### config.mk
export PLATFORM = sky130hd
export DESIGN_NAME = wr_en_decoder_flat
export DESIGN_NICKNAME = d
export VERILOG_FILES = /design/src/rtl/wr_en_decoder_pkg.sv /design/src/rtl/wr_en_decoder_if.sv /design/src/rtl/wr_en_decoder_dec_onehot.sv /design/src/rtl/wr_en_decoder.sv /design/src/flat_wrapper.sv
export SDC_FILE = /design/constraint.sdc
export NUM_CORES = 1
export LEC_CHECK = 0
export CORE_MARGIN = 2
export CORE_UTILIZATION = 45
export DETAILED_ROUTE_END_ITERATION = 16
export PLACE_DENSITY = 0.75
export SYNTH_ARGS = -nofsm -noshare
export SYNTH_HDL_FRONTEND = slang
export SYNTH_SLANG_ARGS = --single-unit
### constraint.sdc
create_clock -name clk -period 1.9 [get_ports clk]
set_input_delay 0.285 -clock clk [delete_from_list [all_inputs] [get_ports clk]]
set_output_delay 0.285 -clock clk [all_outputs]
set_load 0.1 [all_outputs]
### src/rtl/wr_en_decoder_pkg.sv
// Shared types and helpers for the register-file write-enable decoder.
package wr_en_decoder_pkg;

    typedef enum logic [1:0] {StIdle, StSweep, StDone} state_e;

    localparam int unsigned MaxAddrW = 10;
    localparam int unsigned MaxOutW  = 2**MaxAddrW;

    // Callers take the low 2**ADDR_W bits for their own address width.
    function automatic logic [MaxOutW-1:0] onehot(input logic [MaxAddrW-1:0] idx);
        logic [MaxOutW-1:0] vec;
        vec      = '0;
        vec[idx] = 1'b1;
        return vec;
    endfunction

endpackage

### src/rtl/wr_en_decoder_if.sv
// Write-request, clear-sweep and strobe bundle between writeback and the decoder.
interface wr_en_decoder_if #(
    parameter int unsigned ADDR_W = 5
) ();

    logic                   wr_valid;
    logic                   wr_ready;
    logic [ADDR_W-1:0]      wr_addr;
    logic                   clr_start;
    logic                   busy;
    logic                   clr_done;
    logic [2**ADDR_W-1:0]   we_out;

    modport master (
        output wr_valid, wr_addr, clr_start,
        input  wr_ready, busy, clr_done, we_out
    );

    modport slave (
        input  wr_valid, wr_addr, clr_start,
        output wr_ready, busy, clr_done, we_out
    );

endinterface

### src/rtl/wr_en_decoder_dec_onehot.sv
// Combinational ADDR_W-to-2**ADDR_W one-hot decoder with enable.
module dec_onehot
    import wr_en_decoder_pkg::*;
#(
    parameter int unsigned ADDR_W = 5
) (
    input  logic [ADDR_W-1:0]    in,
    input  logic                 e,
    output logic [2**ADDR_W-1:0] out
);

    localparam int unsigned OutW = 2**ADDR_W;

    logic [MaxOutW-1:0] full;

    always_comb full = onehot(MaxAddrW'(in));

    assign out = e ? full[OutW-1:0] : '0;

    if (OutW < MaxOutW) begin : g_hi
        logic unused_hi;
        assign unused_hi = ^full[MaxOutW-1:OutW];
    end

endmodule

### src/rtl/wr_en_decoder.sv
// Registered write-enable decoder with hardwired zero register and built-in clear sweep.
module wr_en_decoder
    import wr_en_decoder_pkg::*;
#(
    parameter int unsigned ADDR_W   = 5,
    parameter bit          ZERO_EN  = 1'b1,
    parameter int unsigned ZERO_IDX = 2**ADDR_W-1
) (
    input logic             clk,
    input logic             reset_n,
    wr_en_decoder_if.slave  bus
);

    localparam int unsigned     OutW     = 2**ADDR_W;
    localparam logic [ADDR_W:0] LastIdx  = (ADDR_W+1)'(OutW-1);
    localparam logic [OutW-1:0] ZeroMask = ZERO_EN ? (OutW'(1) << ZERO_IDX) : '0;

    state_e            state_q, state_d;
    logic [ADDR_W:0]   cnt_q, cnt_d;
    logic [OutW-1:0]   we_q, we_d, dec_out;
    logic              busy_q, busy_d;
    logic              done_q, done_d;
    logic              dec_en;
    logic [ADDR_W-1:0] dec_sel;

    assign bus.wr_ready = (state_q == StIdle) && !bus.clr_start;

    // cnt holds the index whose strobe is on we_out this cycle, so the strobe
    // for index 0 appears in the first SWEEP cycle.
    always_comb begin
        state_d = state_q;
        cnt_d   = cnt_q;
        dec_en  = 1'b0;
        dec_sel = bus.wr_addr;
        unique case (state_q)
            StIdle: begin
                if (bus.clr_start) begin
                    state_d = StSweep;
                    cnt_d   = '0;
                    dec_en  = 1'b1;
                    dec_sel = '0;
                end else if (bus.wr_valid) begin
                    dec_en = 1'b1;
                end
            end
            StSweep: begin
                if (cnt_q == LastIdx) begin
                    state_d = StDone;
                end else begin
                    cnt_d   = cnt_q + 1'b1;
                    dec_en  = 1'b1;
                    dec_sel = cnt_d[ADDR_W-1:0];
                end
            end
            StDone:  state_d = StIdle;
            default: state_d = StIdle;
        endcase
        busy_d = (state_d != StIdle);
        done_d = (state_d == StDone);
        we_d   = dec_out & ~ZeroMask;
    end

    dec_onehot #(
        .ADDR_W (ADDR_W)
    ) u_dec (
        .in  (dec_sel),
        .e   (dec_en),
        .out (dec_out)
    );

    always_ff @(posedge clk or negedge reset_n) begin
        if (!reset_n) begin
            state_q <= StIdle;
            cnt_q   <= '0;
            we_q    <= '0;
            busy_q  <= 1'b0;
            done_q  <= 1'b0;
        end else begin
            state_q <= state_d;
            cnt_q   <= cnt_d;
            we_q    <= we_d;
            busy_q  <= busy_d;
            done_q  <= done_d;
        end
    end

    assign bus.we_out   = we_q;
    assign bus.busy     = busy_q;
    assign bus.clr_done = done_q;

endmodule

### src/flat_wrapper.sv
// flat-port wrapper written by rule: the top's interface ports become plain ports
module wr_en_decoder_flat import wr_en_decoder_pkg::*;
#(
    parameter int unsigned ADDR_W   = 5,
    parameter bit          ZERO_EN  = 1'b1,
    parameter int unsigned ZERO_IDX = 2**ADDR_W-1
)
  (clk, reset_n, bus_wr_valid, bus_wr_addr, bus_clr_start, bus_wr_ready, bus_busy, bus_clr_done, bus_we_out);
  wr_en_decoder_if #(.ADDR_W(ADDR_W)) bus_i ();
  input logic clk;
  input logic reset_n;
  input wire logic [$bits(bus_i.wr_valid)-1:0] bus_wr_valid;
  input wire logic [$bits(bus_i.wr_addr)-1:0] bus_wr_addr;
  input wire logic [$bits(bus_i.clr_start)-1:0] bus_clr_start;
  output wire logic [$bits(bus_i.wr_ready)-1:0] bus_wr_ready;
  output wire logic [$bits(bus_i.busy)-1:0] bus_busy;
  output wire logic [$bits(bus_i.clr_done)-1:0] bus_clr_done;
  output wire logic [$bits(bus_i.we_out)-1:0] bus_we_out;
  assign bus_i.wr_valid = bus_wr_valid;
  assign bus_i.wr_addr = bus_wr_addr;
  assign bus_i.clr_start = bus_clr_start;
  assign bus_wr_ready = bus_i.wr_ready;
  assign bus_busy = bus_i.busy;
  assign bus_clr_done = bus_i.clr_done;
  assign bus_we_out = bus_i.we_out;
  wr_en_decoder #(.ADDR_W(ADDR_W), .ZERO_EN(ZERO_EN), .ZERO_IDX(ZERO_IDX)) u_core (.clk(clk), .reset_n(reset_n), .bus(bus_i));
endmodule
Word-level counts from Yosys, hierarchy flattened
Index checks and enable logic that the tools add are counted.
Widths: inputs -> output; s select.
{ "totals": {"ff_bits": 41, "latch_bits": 0, "ram_bits": 0, "romBits": 0, "input_bits": 9, "wordCells": 36, "memories": 0} }
{ "classes": {"n_addsub": 1, "mul": 0, "div_mod_pow": 0, "n_lt_le_gt_ge": 2, "eq_ne": 5, "shifts": 0, "muxes": 16, "n_bitwise": 0, "reduce_logical": 7} }
{ "op_table": {"columns": ["cell", "n"], "rows": [
  ["$mux 31", 1],
  ["$mux 6", 2],
  ["$pmux 6 s2", 1],
  ["$lt 5x11->1 const B", 1],
  ["$mux 5", 2],
  ["$pmux 5 s2", 1],
  ["$add 6x1->6 const B", 1],
  ["$eq 6x5->1 const B", 1],
  ["$demux 1 s5", 1],
  ["$ge 5x1->1 const B", 1],
  ["$mux 1", 4],
  ["$mux 2", 2],
  ["$ne 2x2->1 const B", 2],
  ["$pmux 2 s2", 1],
  ["$reduce_bool 2->1", 2],
  ["$reduce_and 3->1", 1],
  ["$eq 2x1->1 const B", 1],
  ["$eq 2x2->1 const B", 1],
  ["$logic_and 1x1->1", 2],
  ["$logic_not 2->1", 1],
  ["$pmux 1 s2", 1],
  ["$logic_not 1->1", 1]
]} }

Logic depth before layout (Yosys ltp)
{ "logic_depth": {"word_depth": 8, "mapped_depth": 7, "depth_no_buf": 5} }

By module
From an unflattened synthesis, not the netlist that was laid out.
{ "unflattened": {"cells_unflattened": 155, "hier_area_um2": 1732.9} }
{ "by_module_without_submodules": {"columns": ["mod", "n_inst", "cells_per_inst", "area_per_inst_um2"], "rows": [
  ["wr_en_decoder", 1, 108, 1502.7],
  ["dec_onehot", 1, 47, 230.2]
]} }

Least setup slack after synthesis
No wires, ideal clock.
{ "synth_path": {"path_kind": "register to output", "startpoint": "reg u_core.state_q[0]", "endpoint": "out bus_wr_ready", "t_arrival_ps": 2756, "setup_slack_ps": -1141, "stages_incl_launch_ff": 4, "path_cell_list": "dfrtp_1 -> buf_4 -> buf_2 -> nor3_1"} }
{ "synth_via": {"elab_chain_len": 2} }
{ "synth_lines": {"columns": ["item", "line", "text"], "rows": [
  ["from (decl)", "wr_en_decoder.sv:18", "state_e state_q, state_d;"],
  ["from (signal assigned)", "wr_en_decoder.sv:73", "state_q <= StIdle;"],
  ["from (signal assigned)", "wr_en_decoder.sv:79", "state_q <= state_d;"],
  ["$logic_not 2->1", "wr_en_decoder.sv:26", "assign bus.wr_ready = (state_q == StIdle) && !bus.clr_start;"],
  ["$logic_and 1x1->1", "wr_en_decoder.sv:26", null],
  ["to (decl)", "flat_wrapper.sv:15", "output wire logic [$bits(bus_i.wr_ready)-1:0] bus_wr_ready;"]
]} }
No other way between the ends.

Worst setup path in the final report
{ "layout_path": {"startpoint": "reg u_core.cnt_q[0]", "endpoint": "reg u_core.we_q[15] (netlist: u_core.bus.we_out[15])"} }
{ "layout_via": {"elab_chain_len": 8} }
{ "layout_lines": {"columns": ["item", "line", "text"], "rows": [
  ["from (decl)", "wr_en_decoder.sv:19", "logic [ADDR_W:0] cnt_q, cnt_d;"],
  ["from (signal assigned)", "wr_en_decoder.sv:80", "cnt_q <= cnt_d;"],
  ["$add 6x1->6 / $eq 6x5->1 (equally long branches)", "wr_en_decoder.sv:50, wr_en_decoder.sv:47", null],
  ["$mux 5", "wr_en_decoder.sv:47", "if (cnt_q == LastIdx) begin"],
  ["$pmux 5 s2", "wr_en_decoder.sv:35", "unique case (state_q)"],
  ["$lt 5x11->1 (not written as such) / $ge 5x1->1 (equally long branches)", "wr_en_decoder_pkg.sv:13", "vec[idx] = 1'b1;"],
  ["$logic_and 1x1->1 (not written as such)", "wr_en_decoder_pkg.sv:13", null],
  ["$mux 1 (not written as such)", "wr_en_decoder_pkg.sv:13", null],
  ["$demux 1 s5", "wr_en_decoder_pkg.sv:13", null],
  ["$mux 31 *", "wr_en_decoder_dec_onehot.sv:18", "assign out = e ? full[OutW-1:0] : '0;"],
  ["named net u_core.dec_out[15]", "wr_en_decoder.sv:20", "logic [OutW-1:0] we_q, we_d, dec_out;"],
  ["to (signal assigned)", "wr_en_decoder.sv:81", "we_q <= we_d;"],
  ["to (decl)", "wr_en_decoder.sv:20", null]
]} }
Mark *: on every way through the listed nets, which the timed path passes. The rest lies on a longest branch.
A chain may end at the register's enable or synchronous reset.

==> run metrics <==
status finished, violations left; failing checks setup timing; top-area cell type share of the netlist area between 50% and 60%; synth unique cells 47; Synthesis Warnings 0; CTS tree yes; CP required 2.09 ns; Worst Setup Start Kind flip-flop; Synth Instances about 150; initial DRC count about 110; post-route clock period utilization 102%; register area share after synthesis 52.0%; Synth async-reset ratio between 90% and 100%; Die W roughly 70 µm; Final setup viols 4; H-tree levels 2; Synth top cells by count dfrtp_1, nor4_2, nor4_1; post-synth net total about 160; share of layout cells above drive strength 1 between 50 and 60%; DRT Pass-1 Iters 4; Ports between 40 and 50; area growth from synthesis to layout 50.3%; Clock transition at path regs 0.08 ns; worst skew pair latency approximately 0.30 ns; pin count of the biggest net entering global routing 23; routed wire length 4960 µm; Worst EP arrival 2.12 ns; register bit count reported by yosys 41; post-synth top area cell dfrtp_1; top-count cell post-synth dfrtp_1; Port Buf Inserts 42; Fill cells 294; clock buffer depth 2; routability cong. between 0.9 and 1; Fmax achieved approximately 0.52 GHz; initial antenna violation count 0; Overflow after GRT 0; final core utilization 69.0%; Final Critical Period around 1.9 ns; Synth area leaders dfrtp_1, nor4_2, buf_6; Core ar. between 4000 and 5000 µm²; Final nets about 230; number of synthesized flops with an enable pin 0; relative slew slack 59.4%; dpl ws -0.330 ns; RSZ-0062 raised after global routing yes; CTS Sinks a little over 40; final slew viol count 0; Synth Flop Type dfrtp_1; Final WS setup -0.0315 ns; Worst-Margin Slew between 0.6 and 0.7 ns; hpwl dp 3450 µm; Cell Area, Synth just under 2000 µm²; GRT Resource Usage Total about a fifth; DRC 0; Crit. End Element flip-flop; vias approximately 1500; Initial Util 45.9%; post-synthesis area per instance around 13 µm²; first-pass GRT wire length 8100 µm; ANT cells 0; die height about 70 µm; Max-Cap Viols 0; area taken by flip-flops and latches 1030 µm²; number of global-route vias before repair about 1500; area of the multi-input gates 1030 µm²; FP Rows 24; remaining antenna violation count after routing 0; CTS Buf Count 5; Min-Delay Path Class in2async; crit-path max FO 16; Vias/cell 5.55; Clock Skews a little over 0.009 ns; worst setup path class reg2reg; Final Hold Vio Count 0; Die ar. ~4900 µm²; Routed WL per cell ~18 µm; clk root buf clkbuf_8
## layout make-up
class	instances	share of cell area, %
inverter	3	0.380
multi-input combinational	91	34.8
timing repair buffer	82	25.1
clock buffer	5	2.32
sequential	41	34.6
clock inverter	3	0.591
tap	52	2.20
## placed cells by master (no fill, tap or decap), types with 4 or more instances in the layout
| cell type | instances |
|---|---|
| nand2_1 | 5 |
| nand2b_1 | 4 |
| o21ai_1 | 4 |
| buf_4 | 62 |
| buf_6 | 4 |
| nor4_1 | 4 |
| nor4_4 | 8 |
| dfrtp_1 | 41 |
| clkdlybuf4s50_1 | 7 |
| nor2_1 | 5 |
| nor4_2 | 19 |
| a22o_1 | 4 |
| clkbuf_8 | 5 |
| buf_12 | 6 |
## cells by family (layout without fill, tap and decap cells)
family | after synthesis | count (layout) | synth area share (%)
AOI/OAI and AO/OA | 25 | 26 | 14.0
xor gates and xnor gates | 3 | 3 | 1.71
adders and majority gates | 1 | 1 | 0.634
buffers and inverters | 16 | 93 | 6.03
DFF | 41 | 41 | 52.0
other | 1 | 1 | 0.190
and+or+nand+nor | 60 | 60 | 25.4
## critical path, cell delays in order, from the launching register on
cell	delay (ns)
dfrtp_1	0.40
ha_2	0.21
and3_4	0.19
a31o_4	0.25
buf_6	0.14
o2bb2ai_4	0.25
nor4_2	0.38
## per-stage QoR
step	area [µm²]	cells	TNS [ns]	hold slack, ns
after floorplan	2010	147	-0.0142	-0.0106
after global placement	2610	262	-5.69	0.255
after detailed placement	2610	262	-7.11	0.266
after CTS	2810	275	-0.00270	0.488
after global routing	2960	277	-1.07	0.508
final	2960	277	-0.0369	0.483
## per-layer routing
layer / GRT usage [%] / wire, µm
met4: 5.77 / 116
met2: 34.5 / 2480
met1: 27.6 / 2070
met3: 5.92 / 295
met5: 0 / 0
## state kept, by name, indices dropped and copies added, names as in the netlist
register,cells
u_core.bus.busy,1
u_core.bus.clr_done,1
u_core.bus.we_out,31
u_core.cnt_q,6
u_core.state_q,2
## worst paths after layout
path                                        startpoint  slack, ns                               to  depth (start not counted)
min                                            reset_n       0.48  u_core.bus.we_out[13]$_DFF_PN0_                          2
max                        u_core.cnt_q[0]$_DFFE_PN0P_      -0.03  u_core.bus.we_out[15]$_DFF_PN0_                          6
min in group clk           u_core.cnt_q[5]$_DFFE_PN0P_       0.55      u_core.cnt_q[5]$_DFFE_PN0P_                          2
min reg2reg                u_core.cnt_q[5]$_DFFE_PN0P_       0.55      u_core.cnt_q[5]$_DFFE_PN0P_                          2
max reg2reg                u_core.cnt_q[0]$_DFFE_PN0P_      -0.03  u_core.bus.we_out[15]$_DFF_PN0_                          6
max in group asynchronous                      reset_n       0.93  u_core.bus.we_out[21]$_DFF_PN0_                          3
## what timing repair did
item / 4_1_cts / 5_1_grt
endpoints found under the setup margin: 31 / 30
hold buffers: 1 / 0
cloned: 1 / 1
buffers inserted: 4 / 1
resized for setup: 8 / 17
endpoints found under the hold margin: 19 / 0
pin swaps: 7 / 3
Power is not shown: default switching activity piles up to over one toggle a cycle in this logic, so the estimate is an artifact.
